**src/rtl/mnist_pixel_arbiter.sv**
```systemverilog
// mnist_pixel_arbiter: round-robin share of the pixel RAM read port
// between CPU single reads and a 28x28 image scan engine.
module mnist_pixel_arbiter #(
  parameter int ADDR_W     = 12,
  parameter int DATA_W     = 8,
  parameter int IMG_PIXELS = 784,
  parameter int RAM_LAT    = 1
) (
  input  logic              clk_clk,
  input  logic              reset_reset_n,
  input  logic              cpu_req,
  input  logic [ADDR_W-1:0] cpu_addr,
  output logic              cpu_gnt,
  output logic [DATA_W-1:0] cpu_rdata,
  output logic              cpu_rvalid,
  input  logic              scan_start,
  input  logic [ADDR_W-1:0] scan_base,
  output logic              scan_busy,
  output logic [DATA_W-1:0] scan_data,
  output logic              scan_valid,
  output logic              scan_last,
  output logic              ram_rd,
  output logic [ADDR_W-1:0] ram_addr,
  input  logic [DATA_W-1:0] ram_rdata
);
  localparam int CNT_W = ADDR_W + 1;
  localparam logic [CNT_W-1:0] N_PIX = CNT_W'(IMG_PIXELS);
  localparam logic [CNT_W-1:0] LAST_IDX = CNT_W'(IMG_PIXELS - 1);

  typedef enum logic [1:0] {
    S_IDLE,
    S_SCAN,
    S_DRAIN
  } state_t;

  state_t r_state;
  state_t w_state_nxt;

  logic [ADDR_W-1:0] r_base;
  logic [CNT_W-1:0]  r_issue_cnt;
  logic              r_last_scan;
  logic [RAM_LAT:0]  r_tag_v;
  logic [RAM_LAT:0]  r_tag_scan;
  logic [RAM_LAT:0]  r_tag_last;

  logic              w_scan_req;
  logic              w_cpu_win;
  logic              w_scan_win;
  logic              w_any_win;
  logic              w_scan_is_last;
  logic              w_start;
  logic [ADDR_W-1:0] w_scan_addr;
  logic              w_ret_cpu;
  logic              w_ret_scan;

  assign w_scan_req = (r_state == S_SCAN) && (r_issue_cnt < N_PIX);
  // On a tie the requester not granted last takes the slot
  assign w_cpu_win = cpu_req && (!w_scan_req || r_last_scan);
  assign w_scan_win = w_scan_req && !w_cpu_win;
  assign w_any_win = w_cpu_win | w_scan_win;
  assign w_scan_is_last = (r_issue_cnt == LAST_IDX);
  assign w_scan_addr = r_base + r_issue_cnt[ADDR_W-1:0];
  assign w_start = (r_state == S_IDLE) && scan_start;

  assign w_ret_cpu = r_tag_v[RAM_LAT] && !r_tag_scan[RAM_LAT];
  assign w_ret_scan = r_tag_v[RAM_LAT] && r_tag_scan[RAM_LAT];

  assign cpu_gnt = w_cpu_win;
  assign scan_busy = (r_state != S_IDLE);

  always_comb begin
    w_state_nxt = r_state;
    unique case (r_state)
      S_IDLE:  if (scan_start) w_state_nxt = S_SCAN;
      S_SCAN:  if (w_scan_win && w_scan_is_last) w_state_nxt = S_DRAIN;
      S_DRAIN: if (scan_valid && scan_last) w_state_nxt = S_IDLE;
      default: w_state_nxt = S_IDLE;
    endcase
  end

  always_ff @(posedge clk_clk) begin
    if (!reset_reset_n) begin
      r_state     <= S_IDLE;
      r_base      <= '0;
      r_issue_cnt <= '0;
      r_last_scan <= 1'b1;
      r_tag_v     <= '0;
      r_tag_scan  <= '0;
      r_tag_last  <= '0;
      ram_rd      <= 1'b0;
      ram_addr    <= '0;
      cpu_rvalid  <= 1'b0;
      cpu_rdata   <= '0;
      scan_valid  <= 1'b0;
      scan_last   <= 1'b0;
      scan_data   <= '0;
    end else begin
      r_state <= w_state_nxt;
      if (w_start) begin
        r_base      <= scan_base;
        r_issue_cnt <= '0;
      end else if (w_scan_win) begin
        r_issue_cnt <= r_issue_cnt + CNT_W'(1);
      end
      if (w_any_win) begin
        r_last_scan <= w_scan_win;
        ram_addr    <= w_cpu_win ? cpu_addr : w_scan_addr;
      end
      ram_rd <= w_any_win;
      r_tag_v <= {r_tag_v[RAM_LAT-1:0], w_any_win};
      r_tag_scan <= {r_tag_scan[RAM_LAT-1:0], w_scan_win};
      r_tag_last <= {r_tag_last[RAM_LAT-1:0],
                     w_scan_win && w_scan_is_last};
      cpu_rvalid <= w_ret_cpu;
      scan_valid <= w_ret_scan;
      scan_last  <= w_ret_scan && r_tag_last[RAM_LAT];
      if (w_ret_cpu) cpu_rdata <= ram_rdata;
      if (w_ret_scan) scan_data <= ram_rdata;
    end
  end

endmodule

```
**config.mk**
```make
export PLATFORM = sky130hd
export DESIGN_NAME = mnist_pixel_arbiter
export DESIGN_NICKNAME = d
export VERILOG_FILES = /design/src/rtl/mnist_pixel_arbiter.sv
export SDC_FILE = /design/constraint.sdc
export NUM_CORES = 1
export LEC_CHECK = 0
export CAP_MARGIN = 20
export CORE_MARGIN = 2
export CORE_UTILIZATION = 45
export CTS_CLUSTER_DIAMETER = 40
export CTS_CLUSTER_SIZE = 12
export DETAILED_ROUTE_END_ITERATION = 16
export PLACE_DENSITY = 0.79
export SLEW_MARGIN = 20
export SYNTH_ARGS = -nofsm -noshare
export SYNTH_HDL_FRONTEND = slang
export SYNTH_SLANG_ARGS = --single-unit
```
**constraint.sdc**
```tcl
create_clock -name clk_clk -period 1.9 [get_ports clk_clk]
set_input_delay 0.38 -clock clk_clk [delete_from_list [all_inputs] [get_ports clk_clk]]
set_output_delay 0.38 -clock clk_clk [all_outputs]
set_load 0.02 [all_outputs]
```
==> impl_metrics.yaml <==
die:
  die_w_um: 84.7
  start_util_pct: 46.4
  die_h_um: 84.7
  core_um2: 6310
  rows: 29
  io_pins: 70
  die_area_um2: 7170
cts:
  clock_sinks: 65
  path_clk_slew_ns: 0.08
  insertion_delay_ns: 0.35
  cts_buffers: 9
  holdBufCountCts: 0
  cts_htree_levels: 3
  clock_tree.root_cell: "clkbuf_8"
  postCtsSetupBuffers: 0
  clockBufferDepth: 2
  cts_tree: "yes"
timing:
  hold_viol: 0
  timing.final.crit_share_pct: 118
  drv_slew: 0
  timing.final.ws_setup_ns: -0.337
  rsz0062_at_grt: "yes"
  skew_ns: 0.00744
  slew_headroom_pct: 69.5
  tightest_slew_ns: 0.456
  layout_min_cycle_time_ns: 2.24
  holdWs_ns: 0.438
  fmax_mhz: 447
  setup_viol: 8
  tns_ns: -0.533
global_routing:
  antenna_found_initial: 0
  globalRouteOverflowTotal: 0
  grt_pass1_vias: 2909
  grt_max_degree: 22
  grtUsageTotal_pct: 22.7
  grt_pass1_wl_mm: 13.0
setup_path:
  start_kind: "register"
  cp.required_ns: 1.52
  worstRegToRegCells: 5
  crit_arrival_ns: 1.86
  r2r-start: "r_issue_cnt[4]$_SDFFE_PP0P_"
  regToRegSetupSlack_ns: -0.10
  critPathMaxFanout: 2
  endpoint: "cpu_gnt"
  r2r-end: "ram_addr[3]$_SDFFE_PN0P_"
  criticalPathCategory: "register to output pin"
  end_kind: "output pin"
  critical_path.startpoint: "r_issue_cnt[4]$_SDFFE_PP0P_"
layout:
  drive_gt1_share_pct: 23.0
  instances_no_fill: 542
  num_antenna_cells: 0
  nets: 509
  layout_common_cells: "clkdlybuf4s50_1, nand2_1, dfxtp_1"
  syn_to_final_growth_pct: 52.1
  final_common_cell: "clkdlybuf4s50_1"
synth:
  ys_seq_area_share_pct: 44.4
  yosys.area.top_type_share_pct: 44.4
  syn_area_per_cell_um2: 8.42
  synth_edf_count: 0
  syn-cell-area_um2: 2930
  synthDistinctLibCells: 47
  synth_top_flop_cell: "dfxtp_1"
  synthCells: 348
  synth_area_leaders: "dfxtp_1, nand2_1, a21oi_1"
  synth_warnings: 0
  syn_nets: 397
  synth_seq_cells: 65
  async_flop_share_pct: 0
  yosysTopAreaCell: "dfxtp_1"
power:
  power.density_nw_per_um2: 753
  p_int_w: 0.00255
  total_power_w: 0.00336
  power_frac_seq_pct: 43.2
  irDropWorstVdd_uv: 562
  p_sw_share_pct: 24.0
  combinationalPowerShare_pct: 13.2
  clkPwrFrac_pct: 43.6
  p_switching_w: 0.000805
  p_leak_nw: 1.74
routing:
  routedWlPerCell_um: 14.9
  vias: 2962
  via_per_inst: 5.46
  drc: 0
  drtAntennaViolNets: 0
  wl_mm: 8.07
  dr.pass1.iters: 5
  drt_iter0_markers: 173
run_status:
  status: "complete, but fails checks"
  violations: "negative setup slack"
hold_path:
  hold_depth: 1
  hp-class: "register to register"
place:
  dp_cells: 526
  numPortBuffers: 69
  place.gp.congestion: 0.930
  hpwlAfterDp_mm: 5.85
run:
  max_cap_viol_count: 0
worst max-delay path, cell delays in order, from the launching register on:
cell and delay [ns]:
dfxtp_2 0.32, or4_4 0.53, a2111o_1 0.39, and2_4 0.15, buf_6 0.12
synth_stat cells, drive strengths merged (3+ instances only):
cell / n
a211oi: 4
nand2b: 5
ha: 12
a21oi: 40
buf: 3
a22oi: 5
nand2: 66
nor4: 4
xnor2: 8
dfxtp: 65
and2: 9
or3: 3
inv: 7
nor3: 8
nor2b: 3
o31a: 4
a21o: 3
o21a: 7
nand4: 3
xor2: 4
o21ai: 8
clkbuf: 12
nor2: 21
o31ai: 5
nand3: 13
and3: 7
power groups by stage:
| stage | clock (W) | combinational [W] | sequential, W |
|---|---|---|---|
| floorplan | 0 | 0.000169 | 0.00151 |
| global placement | 0 | 0.000411 | 0.00148 |
| detailed placement | 0 | 0.000419 | 0.00148 |
| CTS | 0.00149 | 0.000428 | 0.00145 |
| global route | 0.00155 | 0.000480 | 0.00146 |
| finish | 0.00146 | 0.000443 | 0.00145 |
worst min path at each step:
| stage | from | end | slack [ns] |
|---|---|---|---|
| 2_1_floorplan | r_tag_last[1]$_SDFF_PN0_ | scan_last$_SDFF_PN0_ | 0.41 |
| 3_3_place_gp | r_tag_last[1]$_SDFF_PN0_ | scan_last$_SDFF_PN0_ | 0.41 |
| 3_5_place_dp | r_tag_scan[0]$_SDFF_PN0_ | r_tag_scan[1]$_SDFF_PN0_ | 0.42 |
| 4_1_cts | r_tag_scan[0]$_SDFF_PN0_ | r_tag_scan[1]$_SDFF_PN0_ | 0.44 |
| 5_1_grt | r_tag_scan[0]$_SDFF_PN0_ | r_tag_scan[1]$_SDFF_PN0_ | 0.45 |
| 6_report | r_tag_scan[0]$_SDFF_PN0_ | r_tag_scan[1]$_SDFF_PN0_ | 0.44 |
layer usage:
layer / GRT usage [%] / vias to the layer above / share of wire, % / routed length (um)
li1: - / 1446 / - / -
met1: 27.0 / 1404 / 41 / 3300
met2: 39.0 / 96 / 50 / 4070
met3: 6.10 / 16 / 6.1 / 494
met4: 9.09 / 0 / 2.5 / 201
met5: 0 / - / 0 / 0
cells by family after synthesis:
group / after synthesis / synth area share (%)
flops: 65 / 44.4
xor+xnor: 12 / 3.59
mux: 2 / 0.683
buf+inv: 23 / 3.24
compound gates: 86 / 18.4
fa+ha+maj: 13 / 5.81
simple gates: 147 / 23.8
flip-flops by register name, indices dropped and copies added, names as in the netlist, 2 cells and up:
| name | flops |
|---|---|
| r_tag_v | 2 |
| r_state | 2 |
| r_tag_last | 2 |
| scan_data | 8 |
| r_base | 12 |
| cpu_rdata | 8 |
| r_issue_cnt | 13 |
| r_tag_scan | 2 |
| ram_addr | 12 |
cell type report:
cell class              instances  area (um^2)
fillers                       475         1860
multi-input cells             260         1730
flip-flops and latches         65         1310
repair buffers                116         1050
clock buffers                  10          138
clock inverters                 6          115
well taps                      77         96.3
inverters                       8         30.0
stage by stage:
| stage | util (%) | setup WS (ns) | instance area [um^2] |
|---|---|---|---|
| 2_1_floorplan | - | -0.105 | 2950 |
| 3_3_place_gp | 63.6 | -0.425 | 4020 |
| 3_5_place_dp | 63.6 | -0.435 | 4020 |
| 4_1_cts | 68.8 | -0.347 | 4350 |
| 5_1_grt | 70.6 | -0.390 | 4460 |
| 6_report | 70.6 | -0.337 | 4460 |
repair_timing:
item | 4_1_cts | 5_1_grt
endpoints found under the setup margin | 16 | 23
endpoints found under the hold margin | 0 | 0
gates resized for setup | 25 | 21
pin swaps | 7 | 8
Power figures use the tool's default switching activity.
